## config.mk

```make
export PLATFORM = sky130hd
export DESIGN_NAME = fp_add_sched
export DESIGN_NICKNAME = d
export VERILOG_FILES = /design/src/rtl/fp_sched_pkg.sv /design/src/rtl/fp_add_sched_rr_arbiter.sv /design/src/rtl/fp_add_sched.sv
export SDC_FILE = /design/constraint.sdc
export NUM_CORES = 1
export LEC_CHECK = 0
export BUFFER_PORTS_ARGS = -buffer_cell sky130_fd_sc_hd__buf_2
export CAP_MARGIN = 20
export CORE_AREA = 3 3 155 157
export DETAILED_ROUTE_END_ITERATION = 10
export DIE_AREA = 0 0 158 160
export GPL_ROUTABILITY_DRIVEN = 0
export PLACE_DENSITY_LB_ADDON = 0.2
export SLEW_MARGIN = 20
export SYNTH_ARGS = -nofsm -noshare
export SYNTH_HDL_FRONTEND = slang
export SYNTH_HIERARCHICAL = 1
export SYNTH_SLANG_ARGS = --single-unit
```

## constraint.sdc

```tcl
create_clock -name clk -period 6.3 [get_ports clk]
set_clock_uncertainty 0.2 [all_clocks]
set_input_delay 0.315 -clock clk [delete_from_list [all_inputs] [get_ports clk]]
set_output_delay 0.315 -clock clk [all_outputs]
set_load 0.01 [all_outputs]
```

## src/rtl/fp_sched_pkg.sv

```systemverilog
// Shared constants and state encoding for the fp adder scheduler.
package fp_sched_pkg;

  // Width of one IEEE-754 single-precision operand or result.
  localparam int FP32_W = 32;

  // Default limit, in cycles, for each adder wait state before an error response.
  localparam int TIMEOUT_DEFAULT = 31;

  // state      | meaning
  // -----------+---------------------------------------------------------
  // IDLE       | arbitration open, one grant per cycle
  // ISSUE      | operands held, waiting for adder ready to pulse start
  // WAIT_BUSY  | start sent, waiting for adder to drop ready
  // WAIT_DONE  | adder working, waiting for ready to return with result
  // RESP       | one-cycle tagged response on the shared bus
  typedef enum logic [4:0] {
    ST_IDLE      = 5'b00001,
    ST_ISSUE     = 5'b00010,
    ST_WAIT_BUSY = 5'b00100,
    ST_WAIT_DONE = 5'b01000,
    ST_RESP      = 5'b10000
  } sched_state_e;

endpackage

```

## src/rtl/fp_add_sched_rr_arbiter.sv

```systemverilog
// Combinational round-robin arbiter: searches upward from ptr_i+1 with
// wrap-around and returns a one-hot grant plus its encoded index.
module rr_arbiter #(
  parameter int N_REQ = 4,
  parameter int ID_W  = 2
) (
  input  logic [N_REQ-1:0] req_i,
  input  logic [ID_W-1:0]  ptr_i,
  output logic [N_REQ-1:0] grant_o,
  output logic [ID_W-1:0]  idx_o,
  output logic             found_o
);

  logic [ID_W-1:0] cand;
  logic            hit;

  // First requester after the pointer wins; the pointer itself is searched last.
  always_comb begin
    grant_o = '0;
    idx_o   = '0;
    hit     = 1'b0;
    cand    = '0;
    for (int k = 1; k <= N_REQ; k++) begin
      cand = ID_W'((int'(ptr_i) + k) % N_REQ);
      if (!hit && req_i[cand]) begin
        grant_o[cand] = 1'b1;
        idx_o         = cand;
        hit           = 1'b1;
      end
    end
    found_o = hit;
  end

endmodule

```

## src/rtl/fp_add_sched.sv

```systemverilog
// Round-robin scheduler sharing one start/ready fp adder between N_REQ
// requesters. One operation is in flight at a time; operands are held in
// local registers from issue until the response so the adder can sample
// them late. Results (or timeout errors) return tagged with the requester id.
module fp_add_sched
  import fp_sched_pkg::*;
#(
  parameter int N_REQ   = 4,
  parameter int ID_W    = 2,
  parameter int TIMEOUT = TIMEOUT_DEFAULT
) (
  input  logic                    clk,
  input  logic                    rst,
  input  logic [N_REQ-1:0]        req_valid,
  input  logic [N_REQ-1:0]        req_op,
  input  logic [FP32_W*N_REQ-1:0] req_a,
  input  logic [FP32_W*N_REQ-1:0] req_b,
  output logic [N_REQ-1:0]        req_ready,
  output logic                    fu_start,
  output logic                    fu_op,
  output logic [FP32_W-1:0]       fu_a,
  output logic [FP32_W-1:0]       fu_b,
  input  logic                    fu_ready,
  input  logic [FP32_W-1:0]       fu_c,
  output logic                    resp_valid,
  output logic [ID_W-1:0]         resp_id,
  output logic [FP32_W-1:0]       resp_data,
  output logic                    resp_err,
  output logic                    busy
);

  // Counter must be able to hold TIMEOUT itself.
  localparam int CNT_W = $clog2(TIMEOUT + 1);

  sched_state_e       state_q, state_d;
  logic [ID_W-1:0]    rr_ptr_q, rr_ptr_d;
  logic [ID_W-1:0]    id_q, id_d;
  logic               op_q, op_d;
  logic [FP32_W-1:0]  a_q, a_d;
  logic [FP32_W-1:0]  b_q, b_d;
  logic [FP32_W-1:0]  data_q, data_d;
  logic               err_q, err_d;
  logic [CNT_W-1:0]   cnt_q, cnt_d;

  logic [N_REQ-1:0]   arb_grant;
  logic [ID_W-1:0]    arb_idx;
  logic               arb_found;
  logic               cnt_last;

  rr_arbiter #(
    .N_REQ (N_REQ),
    .ID_W  (ID_W)
  ) u_arb (
    .req_i   (req_valid),
    .ptr_i   (rr_ptr_q),
    .grant_o (arb_grant),
    .idx_o   (arb_idx),
    .found_o (arb_found)
  );

  // This cycle is the TIMEOUT-th one spent in the current wait state.
  assign cnt_last = (cnt_q == CNT_W'(TIMEOUT - 1));

  // State register.
  always_ff @(posedge clk) begin
    if (rst) begin
      state_q <= ST_IDLE;
    end else begin
      state_q <= state_d;
    end
  end

  // Next-state logic; a returning ready wins over a coincident timeout.
  always_comb begin
    state_d = state_q;
    unique case (state_q)
      ST_IDLE: begin
        if (arb_found) state_d = ST_ISSUE;
      end
      ST_ISSUE: begin
        if (fu_ready) state_d = ST_WAIT_BUSY;
      end
      ST_WAIT_BUSY: begin
        if (!fu_ready)     state_d = ST_WAIT_DONE;
        else if (cnt_last) state_d = ST_RESP;
      end
      ST_WAIT_DONE: begin
        if (fu_ready || cnt_last) state_d = ST_RESP;
      end
      ST_RESP: begin
        state_d = ST_IDLE;
      end
      default: begin
        state_d = ST_IDLE;
      end
    endcase
  end

  // Output decode: operands are presented from ISSUE through RESP and never
  // change in between, covering the adder's late operand sampling.
  always_comb begin
    req_ready  = '0;
    fu_start   = 1'b0;
    fu_op      = 1'b0;
    fu_a       = '0;
    fu_b       = '0;
    resp_valid = 1'b0;
    resp_id    = '0;
    resp_data  = '0;
    resp_err   = 1'b0;
    busy       = (state_q != ST_IDLE);
    unique case (state_q)
      ST_IDLE: begin
        if (!rst) req_ready = arb_grant;
      end
      ST_ISSUE: begin
        fu_start = fu_ready;
        fu_op    = op_q;
        fu_a     = a_q;
        fu_b     = b_q;
      end
      ST_WAIT_BUSY, ST_WAIT_DONE: begin
        fu_op = op_q;
        fu_a  = a_q;
        fu_b  = b_q;
      end
      ST_RESP: begin
        fu_op      = op_q;
        fu_a       = a_q;
        fu_b       = b_q;
        resp_valid = 1'b1;
        resp_id    = id_q;
        resp_data  = data_q;
        resp_err   = err_q;
      end
      default: begin
      end
    endcase
  end

  // Holding registers, round-robin pointer and wait-state timeout counter.
  always_comb begin
    rr_ptr_d = rr_ptr_q;
    id_d     = id_q;
    op_d     = op_q;
    a_d      = a_q;
    b_d      = b_q;
    data_d   = data_q;
    err_d    = err_q;
    cnt_d    = cnt_q;
    unique case (state_q)
      ST_IDLE: begin
        if (arb_found) begin
          id_d     = arb_idx;
          rr_ptr_d = arb_idx;
          op_d     = req_op[arb_idx];
          a_d      = req_a[int'(arb_idx)*FP32_W +: FP32_W];
          b_d      = req_b[int'(arb_idx)*FP32_W +: FP32_W];
          data_d   = '0;
          err_d    = 1'b0;
        end
      end
      ST_ISSUE: begin
        cnt_d = '0;
      end
      ST_WAIT_BUSY: begin
        if (!fu_ready) begin
          cnt_d = '0;
        end else begin
          cnt_d = cnt_q + CNT_W'(1);
          if (cnt_last) begin
            err_d  = 1'b1;
            data_d = '0;
          end
        end
      end
      ST_WAIT_DONE: begin
        if (fu_ready) begin
          data_d = fu_c;
        end else begin
          cnt_d = cnt_q + CNT_W'(1);
          if (cnt_last) begin
            err_d  = 1'b1;
            data_d = '0;
          end
        end
      end
      default: begin
      end
    endcase
  end

  // Datapath registers; the pointer resets so requester 0 is searched first.
  always_ff @(posedge clk) begin
    if (rst) begin
      rr_ptr_q <= ID_W'(N_REQ - 1);
      id_q     <= '0;
      op_q     <= 1'b0;
      a_q      <= '0;
      b_q      <= '0;
      data_q   <= '0;
      err_q    <= 1'b0;
      cnt_q    <= '0;
    end else begin
      rr_ptr_q <= rr_ptr_d;
      id_q     <= id_d;
      op_q     <= op_d;
      a_q      <= a_d;
      b_q      <= b_d;
      data_q   <= data_d;
      err_q    <= err_d;
      cnt_q    <= cnt_d;
    end
  end

endmodule
```

# --- After elaboration in Yosys (flattened, before gate mapping) ---
# Index checks and enable logic that the tools add are counted.
op_classes:
  bitwise_logic: 3
  n_eq_ne: 13
  muxes: 59
  reduce_logical: 19
  addsub: 5
  order_cmp: 9
  shift: 2
op_table:
  columns: ["cell", "count"]
  rows:
  - ["128-bit by 8-bit indexed part select with 32-bit output", 2]
  - ["32-bit 2-to-1 mux", 7]
  - ["32-bit one-hot mux with 3 select lines", 1]
  - ["5-bit 2-to-1 mux", 7]
  - ["4-bit 2-to-1 mux", 6]
  - ["1-bit 2-to-1 mux", 21]
  - ["5-bit one-hot mux with 4 select lines", 1]
  - ["2-bit by 3-bit < comparator with 1-bit output, second input constant", 5]
  - ["5-bit one-hot mux with 3 select lines", 1]
  - ["4-bit OR", 3]
  - ["1-bit binary-select mux with 2-bit select", 5]
  - ["5-bit == test, second input constant", 2]
  - ["2-bit 2-to-1 mux", 5]
  - ["2-bit != test, second input constant", 5]
  - ["1-bit demux with 2-bit select", 4]
  - ["2-bit by 1-bit >= comparator with 1-bit output, second input constant", 4]
  - ["4-bit AND reduction", 2]
  - ["1-bit logical AND", 7]
  - ["3-bit nonzero test", 2]
  - ["5-bit by 1-bit adder with 5-bit output, second input constant", 1]
  - ["5-bit by 1-bit == test with 1-bit output, second input constant", 1]
  - ["5-bit by 2-bit == test with 1-bit output, second input constant", 1]
  - ["5-bit by 3-bit == test with 1-bit output, second input constant", 1]
  - ["5-bit by 4-bit == test with 1-bit output, second input constant", 1]
  - ["other kinds (10)", 15]
totals:
  ff_bits: 112
  out_inout_bits: 107
  in_bits: 299
  wordCells: 119

# --- Logic depth before layout (Yosys ltp) ---
# Gate-level depths: netlist of the first run.
logic_depth:
  depth_word: 15
  mapped_depth: 14
  depth_no_buf: 9

# --- Hierarchy ---
# The synthesis of the first run kept the hierarchy.
by_module_without_submodules:
  columns: ["module", "area_each_um2", "instances", "cells_each", "seq_area_each_um2"]
  rows:
  - ["fp_add_sched", 6715.2, 1, 735, 2242.2]
  - ["rr_arbiter", 629.4, 1, 86, 0.0]

# --- Least setup slack after synthesis of the first run ---
# No wires, ideal clock.
synth_path:
  kind: "reg2reg"
  start: "register rr_ptr_q[0]"
  end: "register a_q[30]"
  path_stages_with_launch: 15
  required_time_ps: 5968
  slack_ps: 2605
  n_path_buf: 5
  t_arrival_ps: 3363
  period_less_slack_ps: 3695
  setup_time_ps: 132
  cell_sequence: "dfxtp_1 -> buf_6 -> buf_2 -> inv_1 -> ha_1 -> clkbuf_1 -> a21oi_1 -> a211oi_1 -> a311o_1 -> a221oi_1 -> buf_4 -> buf_2 -> mux4_2 -> nand2_1 -> a21oi_1"
synth_via:
  elab_chain_len: 14
  elab_cells_between_ends: 28
  cone_classes: "add/sub (4); shift (1); mux (16); reduce/logical (7)"
synth_rtl:
  columns: ["element", "line", "text"]
  rows:
  - ["start, declared", "fp_add_sched.sv:36", "logic [ID_W-1:0] rr_ptr_q, rr_ptr_d;"]
  - ["start signal, assigned", "fp_add_sched.sv:196", "rr_ptr_q <= ID_W'(N_REQ - 1);"]
  - ["start signal, assigned", "fp_add_sched.sv:205", "rr_ptr_q <= rr_ptr_d;"]
  - ["2-bit by 1-bit adder with 2-bit output", "fp_add_sched_rr_arbiter.sv:24", "cand = ID_W'((int'(ptr_i) + k) % N_REQ);"]
  - ["1-bit binary-select mux with 2-bit select", "fp_add_sched_rr_arbiter.sv:25", "if (!hit && req_i[cand]) begin"]
  - ["1-bit 2-to-1 mux (implied by the code)", "fp_add_sched_rr_arbiter.sv:25", null]
  - ["1-bit 2-to-1 mux", "fp_add_sched_rr_arbiter.sv:25", null]
  - ["1-bit logical NOT", "fp_add_sched_rr_arbiter.sv:25", null]
  - ["1-bit logical AND", "fp_add_sched_rr_arbiter.sv:25", null]
  - ["1-bit 2-to-1 mux", "fp_add_sched_rr_arbiter.sv:25", null]
  - ["1-bit logical NOT", "fp_add_sched_rr_arbiter.sv:25", null]
  - ["1-bit logical AND", "fp_add_sched_rr_arbiter.sv:25", null]
  - ["1-bit 2-to-1 mux", "fp_add_sched_rr_arbiter.sv:25", null]
  - ["1-bit logical NOT", "fp_add_sched_rr_arbiter.sv:25", null]
  - ["1-bit logical AND", "fp_add_sched_rr_arbiter.sv:25", null]
  - ["2-bit 2-to-1 mux *", "fp_add_sched_rr_arbiter.sv:25", null]
  - ["net arb_idx[0]", "fp_add_sched.sv:46", "logic [ID_W-1:0] arb_idx;"]
  - ["128-bit by 8-bit indexed part select with 32-bit output *", "fp_add_sched.sv:157", "a_d = req_a[int'(arb_idx)*FP32_W +: FP32_W];"]
  - ["end signal, assigned", "fp_add_sched.sv:199", "a_q <= '0;"]
  - ["end signal, assigned", "fp_add_sched.sv:208", "a_q <= a_d;"]
  - ["end, declared", "fp_add_sched.sv:39", "logic [FP32_W-1:0] a_q, a_d;"]
# The timed path passes the listed nets; every way through them passes the cells marked *. The select of a mux whose other input is x is not followed.
# A chain may end at the register's enable or synchronous reset.

# --- Worst setup path in the final report of the first run ---
layout_path:
  start: "register rr_ptr_q[0]"
  end: "register b_q[24]"
layout_via:
  elab_chain_len: 14
  elab_cells_between_ends: 28
  cone_classes: "add/sub (4); shift (1); mux (16); reduce/logical (7)"
layout_rtl:
  columns: ["element", "line", "text"]
  rows:
  - ["2-bit by 1-bit adder with 2-bit output", "fp_add_sched_rr_arbiter.sv:24", null]
  - ["1-bit binary-select mux with 2-bit select", "fp_add_sched_rr_arbiter.sv:25", null]
  - ["1-bit 2-to-1 mux (implied by the code)", "fp_add_sched_rr_arbiter.sv:25", null]
  - ["1-bit 2-to-1 mux", "fp_add_sched_rr_arbiter.sv:25", null]
  - ["1-bit logical NOT", "fp_add_sched_rr_arbiter.sv:25", null]
  - ["1-bit logical AND", "fp_add_sched_rr_arbiter.sv:25", null]
  - ["1-bit 2-to-1 mux", "fp_add_sched_rr_arbiter.sv:25", null]
  - ["1-bit logical NOT", "fp_add_sched_rr_arbiter.sv:25", null]
  - ["1-bit logical AND", "fp_add_sched_rr_arbiter.sv:25", null]
  - ["1-bit 2-to-1 mux", "fp_add_sched_rr_arbiter.sv:25", null]
  - ["1-bit logical NOT", "fp_add_sched_rr_arbiter.sv:25", null]
  - ["1-bit logical AND", "fp_add_sched_rr_arbiter.sv:25", null]
  - ["2-bit 2-to-1 mux *", "fp_add_sched_rr_arbiter.sv:25", null]
  - ["net arb_idx[0]", "fp_add_sched.sv:46", null]
  - ["128-bit by 8-bit indexed part select with 32-bit output *", "fp_add_sched.sv:158", "b_d = req_b[int'(arb_idx)*FP32_W +: FP32_W];"]
  - ["end signal, assigned", "fp_add_sched.sv:200", "b_q <= '0;"]
  - ["end signal, assigned", "fp_add_sched.sv:209", "b_q <= b_d;"]
  - ["end, declared", "fp_add_sched.sv:40", "logic [FP32_W-1:0] b_q, b_d;"]
# Marks and branches as above.

==> results.yml, run 1 <==
clocking:
  htreeDepth: 3
  cts_tree: "built"
  ctsRootBufferMaster: "clkbuf_16"
  postCtsSetupBuffers: 0
  cts_buffers: 9
  clock_latency_ns: 0.36
  cts_sinks: 112
  cts.path.max_buffers: 2
  clk_pin_slew_worst_paths_ns: 0.08
timing:
  setup_tns_ns: 0
  post-route-period-util_pct: 70.98
  finalCriticalPeriod_ns: 4.472
  rsz0062_at_grt: "no"
  hold_viol: 0
  setup_viol: 0
  tightest_slew_ns: 0.9550
  relSlewSlack_pct: 36.33
  drv_slew: 0
  timing.fmax_ghz: 0.2236
worst_hold_path:
  worstHoldPathType: "primary input to flip-flop"
power_and_ir_drop:
  peakVddDrop_v: 0.0001541
  p_total_w: 0.002734
  p_per_area_mw_per_mm2: 273.1
  power.leakage_nw: 4.629
synthesis:
  synth_top_family_by_area: "simple AND/OR/NAND/NOR gates"
  synth_compound_area_share_pct: 15.37
  synth_cell_types: 55
  synth-adder-area-share_pct: 1.704
  synth_top_cell_by_area: "dfxtp_1"
  synth_nets: 1130
  muxShareOfSynthArea_pct: 21.24
  postSynthAreaPerCell_um2: 8.946
  synth_most_common_cell: "nand2_1"
  synth_top_area_share_pct: 30.53
  ys_warn_count: 6
  synthSimpleGateAreaFrac_pct: 24.07
  synth_edf_count: 0
  yosysSeqAreaShare_pct: 30.53
  synth_area_leaders: "dfxtp_1, mux4_2, nand2_1"
  synth_top_flop_cell: "dfxtp_1"
  syn_inst: 821
  synth.cell_area_mm2: 0.007345
  synth_commonest_cells: "nand2_1, dfxtp_1, a21oi_1"
  ys_seq_elements: 112
  synth_xor_area_share_pct: 0.3578
  synthArstFlopShare_pct: 0
route:
  drt_iter0_markers: 514
  wl_met2_um: 14930
  detail_route.wl_per_cell_um: 19.77
  top_layer_used: "met5"
  wl_met1_um: 11470
  antenna_left: 0
  vias: 7659
  vias_per_cell: 5.137
  wirelength_um: 29480
  met3_wirelength_um: 2296
  drcViolationCount: 0
  drtPass1Iterations: 4
final_layout:
  design_area_mm2: 0.01001
  syn_to_final_growth_pct: 36.30
  drive_gt1_share_pct: 42.75
  nNetsFinal: 1504
floorplanning:
  rows: 55
  initial_core_util_pct: 32.44
  num_io_pins: 406
  die_height_um: 160
  core-area_mm2: 0.02264
  die_x_um: 158
  dieArea_mm2: 0.02528
global_route:
  grt_overflow: 0
  grt_pass1_wl_um: 44490
  grt_pass1_vias: 7700
  grt_max_degree: 67
  antenna_found_initial: 11
  grt_util_all_layers_pct: 22.72
critical_path:
  cp_cell_sequence: "inv_1 > ha_1 > a21oi_1 > a211oi_1 > a311o_1 > a221oi_4 > buf_12 > mux4_2 > nand2_1 > a21oi_1"
  worstPathMaxFanout: 60
  crit_top_cell: "a21oi_1"
  start_kind: "flip-flop"
  crit_required_ns: 6.32
  path_class: "flip-flop to flip-flop"
  cpPeakStageDelay_ns: 0.89
  endpoint_kind: "flip-flop"
  critPathArrivalTime_ns: 4.49
  crit_slowest_cell: "dfxtp_1"
placement:
  hpwl_um: 22020
  portBuffers: 405
  place_area_mm2: 0.009414
run:
  max_cap_violations: 0
status:
  status: "finished clean"
metrics by stage:
step	util, %	instances	hold slack (ns)	setup slack (ns)
after floorplan	-	821	0.2317	2.605
after global placement	41.56	1442	0.2371	1.884
after detailed placement	41.58	1442	0.2418	1.816
after CTS	44.15	1485	0.0007778	1.792
after global routing	44.22	1491	0.0001771	1.458
final	44.22	1491	0.008151	1.828
logic make-up after synthesis:
kind of cell             Yosys count
adder cells (fa/ha/maj)           10
AND/OR/NAND/NOR                  353
buffers and inverters             90
multiplexers                      72
AO/OA/AOI/OAI                    181
flip-flops                       112
XOR/XNOR                           3
layout by cell type (no fill, tap or decap), drive strengths merged, types with 3 or more instances in the layout:
cell | netlist | routed
buf | 51 | 414
nor3 | 5 | 5
dlygate4sd3 | 0 | 27
ha | 10 | 10
nand2b | 4 | 4
or3 | 4 | 4
and4 | 3 | 3
nand3b | 4 | 4
o31ai | 37 | 37
nand3 | 4 | 4
nand4 | 9 | 9
a31oi | 6 | 6
nand2 | 183 | 183
nor2b | 4 | 4
a2111o | 4 | 4
inv | 12 | 15
o21ai | 8 | 8
nor2 | 16 | 16
mux2i | 4 | 4
a21oi | 108 | 108
a211oi | 4 | 4
clkbuf | 27 | 10
nor3b | 4 | 4
diode | 0 | 6
and2 | 104 | 104
dfxtp | 112 | 112
mux4 | 67 | 67
routing by layer:
layer | vias up | track usage [%]
li1 | 3679 | -
met1 | 3639 | 26.54
met2 | 288 | 39.47
met3 | 43 | 7.209
met4 | 10 | 7.118
met5 | - | 0
worst paths after layout:
check | slack [ns] | cells after the start | from | to
setup / recovery | 1.83 | 10 | rr_ptr_q[0] | b_q[24]
hold / removal | 0.008 | 3 | fu_c[6] | data_q[6]
setup reg to reg | 1.83 | 10 | rr_ptr_q[0] | b_q[24]
hold reg to reg | 0.25 | 2 | a_q[16] | a_q[16]
registers in the layout, indices dropped and copies added (netlist names):
register and flops:
a_q 32, state_q 5, data_q 32, b_q 32, op_q 1, cnt_q 5
rr_ptr_q 2, err_q 1, id_q 2
layout make-up:
cell class | instances | area (um2)
tap | 285 | 356.6
clock buffer | 10 | 239.0
antenna | 6 | 15.01
fill | 2329 | 12630
inverter | 12 | 45.04
timing repair buffer | 441 | 2380
sequential | 112 | 2242
multi-input combinational | 619 | 4661
clock inverter | 6 | 72.57
power by group:
part | switching, W | leakage, nW | internal, W
registers | 0.0000815 | 0.916 | 0.000825
logic | 0.000612 | 3.56 | 0.000592
clock network | 0.000297 | 0.150 | 0.000326
timing repair:
action / CTS / global route
gates resized for setup: 0 / 0
hold buffers: 27 / 0
endpoints found under the hold margin: 27 / 0
worst max-delay path: cells and delay by family (launching register included):
kind	cells	cell delay (ns)
flops	1	0.89
fa+ha+maj	1	0.49
simple gates	1	0.09
compound gates	5	1.27
mux	1	0.60
buf+inv	2	0.68
Power figures use the tool's default switching activity.
==> inputs of run 2 (changes only) <==
ABC_AREA = 1   (was unset)
CORE_AREA = 3 3 158 160   (was 3 3 155 157)
DIE_AREA = 0 0 161 163   (was 0 0 158 160)
clock period = 4.6 ns   (was 6.3 ns; I/O delays follow)
==> run 2 against run 1 <==
  * Synthesized cell count is 74% higher
  * Register-to-register slack worse by 0.81 ns
  * First-iteration DRC count grew 50%
  * Die area is 3.8% higher
  * Global-route usage rose by 0.42 points
  * Largest cell class unchanged
  * Largest power group unchanged
==> results.yml, run 2 <==
synthesis:
  synth_top_area_share_pct: 27.28
  synth.cell_area_mm2: 0.008218
  ys_seq_elements: 112
  syn_inst: 1427
  synth-adder-area-share_pct: 1.523
  synth_cell_types: 32
  synth_commonest_cells: "nor2_1, o21ai_0, nand2_1"
  synthArstFlopShare_pct: 0
  ys_warn_count: 6
  synthSimpleGateAreaFrac_pct: 35.44
  yosysSeqAreaShare_pct: 27.28
  synth_xor_area_share_pct: 0.1066
  synth_compound_area_share_pct: 23.57
  postSynthAreaPerCell_um2: 5.759
  synth_top_cell_by_area: "dfxtp_1"
  synth_nets: 1736
  synth_most_common_cell: "nor2_1"
  synth_edf_count: 0
  synth_top_family_by_area: "simple AND/OR/NAND/NOR gates"
  synth_area_leaders: "dfxtp_1, nor2_1, o21ai_0"
  synth_top_flop_cell: "dfxtp_1"
  muxShareOfSynthArea_pct: 0
route:
  drtPass1Iterations: 5
  antenna_left: 0
  drcViolationCount: 0
  drt_iter0_markers: 770
  detail_route.wl_per_cell_um: 15.41
  wirelength_um: 32120
  vias: 10180
  vias_per_cell: 4.882
clocking:
  ctsResizeCount: 0
  cts_tree: "built"
  htreeDepth: 3
  clk_pin_slew_worst_paths_ns: 0.07
  cts.path.max_buffers: 2
  cts_sinks: 112
  clock_latency_ns: 0.35
  cts_buffers: 9
  ctsRootBufferMaster: "clkbuf_16"
  postCtsSetupBuffers: 0
  hold_buffers: 0
floorplanning:
  num_io_pins: 406
  die_x_um: 161
  dieArea_mm2: 0.02624
  rows: 56
  initial_core_util_pct: 34.91
  core-area_mm2: 0.02354
  die_height_um: 163
critical_path:
  startpoint: "rr_ptr_q[0]"
  crit_required_ns: 4.69
  r2r_cells: 14
  r2r_slack_ns: 1.01
  critPathCapture: "b_q[2]"
  critPathArrivalTime_ns: 3.68
  worstPathMaxFanout: 83
  path_class: "flip-flop to flip-flop"
  endpoint_kind: "flip-flop"
  rr_endpoint: "b_q[2]"
  r2r-start: "rr_ptr_q[0]"
  start_kind: "flip-flop"
final_layout:
  design_area_mm2: 0.01064
  syn_to_final_growth_pct: 29.43
  fin_util_pct: 45.18
  nNetsFinal: 2061
  mostFrequentLayoutCell: "buf_2"
  drive_gt1_share_pct: 28.80
  nFillCells: 2693
  final_cell_mix: "buf_2, nor2_1, o21ai_0"
  reg.largest.list: "a_q (32), b_q (32), data_q (32)"
global_route:
  grt_overflow: 0
  grt_pass1_wl_um: 49280
  grt_max_degree: 84
  grt_util_all_layers_pct: 23.14
  grt_pass1_vias: 9265
  antenna_found_initial: 10
worst_hold_path:
  worstHoldPathType: "primary input to flip-flop"
  hold_depth: 3
status:
  status: "finished clean"
timing:
  final.hold.worst_slack_ns: 0.03185
  rsz0062_at_grt: "no"
  setup_viol: 0
  setup_tns_ns: 0
  tightest_slew_ns: 0.8863
  timing.fmax_ghz: 0.2789
  finalCriticalPeriod_ns: 3.586
  relSlewSlack_pct: 40.77
  post-route-period-util_pct: 77.95
  drv_slew: 0
  hold_viol: 0
placement:
  portBuffers: 405
  hpwl_um: 24000
  place_area_mm2: 0.01032
run:
  max_cap_violations: 0
power_and_ir_drop:
  power.leakage_nw: 5.034
  p_per_area_mw_per_mm2: 634.8
  peakVddDrop_v: 0.0003843
run 2: changes by cell type in the layout (fill, tap and decap cells not counted), sizes merged, moves of 39 or more:
cell | previous run | this run
mux4 | 67 | 0
inv | 15 | 130
o21ai | 8 | 262
nor2 | 16 | 317
and2 | 104 | 0
nand3 | 4 | 97
nand2 | 183 | 222
run 2: metrics by stage:
step | power [W] | std cells | setup slack (ns)
6_report | 0.006752 | 2084 | 1.014
5_1_grt | 0.007511 | 2084 | 0.6096
4_1_cts | 0.006803 | 2075 | 1.006
3_5_place_dp | 0.005994 | 2059 | 1.037
3_3_place_gp | 0.005925 | 2059 | 1.090
2_1_floorplan | 0.004893 | 1427 | 1.644
run 2: cell type report:
| type | instances | area, um2 | share of cell area (%) |
|---|---|---|---|
| Antenna cell | 8 | 20.02 | 0.1882 |
| Timing Repair Buffer | 423 | 2178 | 20.48 |
| Multi-Input combinational cell | 1077 | 5022 | 47.22 |
| Tap cell | 319 | 399.1 | 3.752 |
| Clock buffer | 12 | 246.5 | 2.317 |
| Sequential cell | 112 | 2242 | 21.08 |
| Clock inverter | 4 | 35.03 | 0.3294 |
| Inverter | 129 | 493.0 | 4.635 |
run 2: where the power goes:
group          internal (W)  total [W]  switching, W
sequential          0.00123    0.00132     0.0000880
clock              0.000392   0.000784      0.000392
combinational       0.00147    0.00465       0.00318
run 2: metal layers:
metal	up-vias	global-route usage, %	share of wire, %
met5	-	0	0.040
met3	56	5.214	6.8
met4	2	9.347	2.9
li1	5237	-	-
met1	4516	29.09	42
met2	364	38.50	48
run 2: how the worst min path moves through the flow:
| stage | start | endpoint |
|---|---|---|
| finish | fu_ready | state_q[2] |
| global placement | a_q[25] | a_q[25] |
| detailed placement | a_q[19] | a_q[19] |
| CTS | fu_ready | state_q[2] |
| global route | fu_ready | state_q[2] |
| floorplan | fu_ready | state_q[2] |
run 2: cell families (layout without fill, tap and decap cells):
logic type,after synthesis,count (layout)
compound gates,384,384
fa+ha+maj,10,10
simple gates,682,682
other cells,0,8
xor+xnor,1,1
flops,112,112
buf+inv,238,568
run 2: worst max-delay path, cell delays in order, from the launching register on:
cell     delay [ns]
dfxtp_1        0.70
inv_8          0.11
ha_1           0.39
inv_2          0.13
nand3_4        0.12
nand2_4        0.10
nor2_4         0.05
a21oi_1        0.21
nand3_4        0.44
buf_12         0.41
nor2_1         0.19
o21ai_0        0.10
o21ai_0        0.11
o21ai_0        0.09
a21oi_1        0.13
==> inputs of run 3 (changes only) <==
clock period = 3.45 ns   (was 4.6 ns; I/O delays follow)
==> run 3 against run 2 <==
  * Global-route usage fell by 0.43 points
  * First-iteration DRC count fell by 11%
  * Sequential power rose by 31%
  * Via count barely moved
==> results.yml, run 3 (synthesis gave the netlist of run 2 again) <==
floorplanning:
  initial_core_util_pct: 34.91
  rows: 56
  die_x_um: 161
  dieArea_mm2: 0.02624
  num_io_pins: 406
  core-area_mm2: 0.02354
  die_height_um: 163
critical_path:
  r2r_slack_ns: 0.24
  start_kind: "flip-flop"
  cpPeakStageDelay_ns: 0.44
  crit_required_ns: 3.52
  cp_cell_sequence: "inv_8 > ha_1 > inv_2 > nand3_4 > nand2_4 > nor2_4 > nand3_1 > a21oi_4 > buf_12 > o21ai_0 > o21ai_0 > o21ai_0 > a21oi_1"
  r2r_cells: 13
  r2r-start: "rr_ptr_q[0]"
  path_class: "flip-flop to flip-flop"
  endpoint_kind: "flip-flop"
  critPathArrivalTime_ns: 3.29
  worstPathMaxFanout: 76
  worst-path-buf-inv: 3
  rr_endpoint: "b_q[17]"
  crit_slowest_cell: "dfxtp_1"
  crit_top_cell: "o21ai_0"
  cp_top_family: "compound AO/OA/AOI/OAI gates"
power_and_ir_drop:
  power.leakage_nw: 5.096
  p_per_area_mw_per_mm2: 860.0
  peakVddDrop_v: 0.0006280
timing:
  hold_viol: 0
  finalCriticalPeriod_ns: 3.215
  tightest_slew_ns: 0.7601
  relSlewSlack_pct: 49.18
  rsz0062_at_grt: "no"
  setup_tns_ns: 0
  post-route-period-util_pct: 93.18
  setup_viol: 0
  drv_slew: 0
  timing.fmax_ghz: 0.3111
global_route:
  antenna_found_initial: 6
  grt_overflow: 0
  grt_util_all_layers_pct: 22.71
  grt_max_degree: 77
  grt_pass1_wl_um: 48550
  grt_pass1_vias: 9232
route:
  drt_iter0_markers: 689
  drtPass1Iterations: 5
  detail_route.wl_per_cell_um: 15.16
  vias_per_cell: 4.875
  drcViolationCount: 0
  wirelength_um: 31660
  vias: 10180
  antenna_left: 0
clocking:
  clk_pin_slew_worst_paths_ns: 0.07
  cts_tree: "built"
  cts_buffers: 9
  clock_latency_ns: 0.35
  htreeDepth: 3
  postCtsSetupBuffers: 0
  cts.path.max_buffers: 2
  ctsRootBufferMaster: "clkbuf_16"
  cts_sinks: 112
placement:
  hpwl_um: 23530
  portBuffers: 405
  place_area_mm2: 0.01047
final_layout:
  drive_gt1_share_pct: 28.98
  fin_util_pct: 45.79
  nFillCells: 2600
  mostFrequentLayoutCell: "buf_2"
  design_area_mm2: 0.01078
  syn_to_final_growth_pct: 31.17
  nNetsFinal: 2069
  reg.largest.list: "a_q (32), b_q (32), data_q (32)"
  final_cell_mix: "buf_2, nor2_1, o21ai_0"
worst_hold_path:
  min_from: "req_a[48]"
  hold_depth: 5
  min_to: "a_q[16]"
  worstHoldPathType: "primary input to flip-flop"
run:
  max_cap_violations: 0
status:
  status: "finished clean"
run 3: cell count changes in the layout (fill, tap and decap cells not counted), moves of 2 or more:
cell | previous run | this run
inv_6 | 3 | 0
clkinvlp_4 | 0 | 2
buf_12 | 1 | 8
diode_2 | 8 | 6
run 3: repair_timing:
action / CTS / global route
hold endpoints to repair: 1 / 0
hold buffers: 1 / 0
endpoints found under the setup margin: 0 / 22
resized for setup: 0 / 3
run 3: report_power, final:
part           internal [W]  switching, W
logic               0.00220       0.00430
clock network      0.000557      0.000481
registers           0.00164     0.0000921
total               0.00439       0.00488
run 3: layout make-up:
| cell class | count | area (um2) | area share [%] |
|---|---|---|---|
| diodes | 6 | 15.01 | 0.1393 |
| clock buffers | 11 | 232.7 | 2.159 |
| clock inverters | 3 | 45.04 | 0.4179 |
| inverters | 129 | 494.2 | 4.585 |
| multi-input cells | 1077 | 5022 | 46.59 |
| flip-flops and latches | 112 | 2242 | 20.80 |
| well taps | 319 | 399.1 | 3.703 |
| repair buffers | 431 | 2328 | 21.60 |
run 3: worst register-to-register path, stage by stage, from the launching register on:
cell and delay [ns]:
dfxtp_1 0.44, inv_8 0.09, ha_1 0.38, inv_2 0.09
nand3_4 0.12, nand2_4 0.08, nor2_4 0.24, nand3_1 0.17
a21oi_4 0.25, buf_12 0.31, o21ai_0 0.31, o21ai_0 0.24
o21ai_0 0.11, a21oi_1 0.13
run 3: how the worst max path moves through the flow:
stage,end,slack (ns),startpoint,depth (start not counted)
2_1_floorplan,a_q[15],0.49,rr_ptr_q[1],17
3_3_place_gp,b_q[16],0.28,rr_ptr_q[0],14
3_5_place_dp,b_q[16],0.1,rr_ptr_q[0],14
4_1_cts,b_q[16],0.08,rr_ptr_q[0],14
5_1_grt,b_q[31],0.02,rr_ptr_q[0],15
6_report,b_q[17],0.24,rr_ptr_q[0],13
run 3: through the flow:
| step | total power [W] | cells | hold slack, ns | worst slack [ns] |
|---|---|---|---|---|
| 2_1_floorplan | 0.006525 | 1427 | 0.1629 | 0.4944 |
| 3_3_place_gp | 0.008158 | 2067 | 0.2384 | 0.2837 |
| 3_5_place_dp | 0.008228 | 2067 | 0.2450 | 0.09574 |
| 4_1_cts | 0.009290 | 2082 | 0.00009565 | 0.08147 |
| 5_1_grt | 0.01023 | 2088 | 0.04877 | 0.01703 |
| 6_report | 0.009270 | 2088 | 0.01630 | 0.2354 |
run 3: metal layers:
metal / global-route usage, % / wire [um] / vias up
met4: 8.878 / 940 / 0
met5: 0 / 0 / -
met1: 29.54 / 13780 / 4542
met3: 3.967 / 1922 / 46
li1: - / - / 5249
met2: 37.59 / 15020 / 341
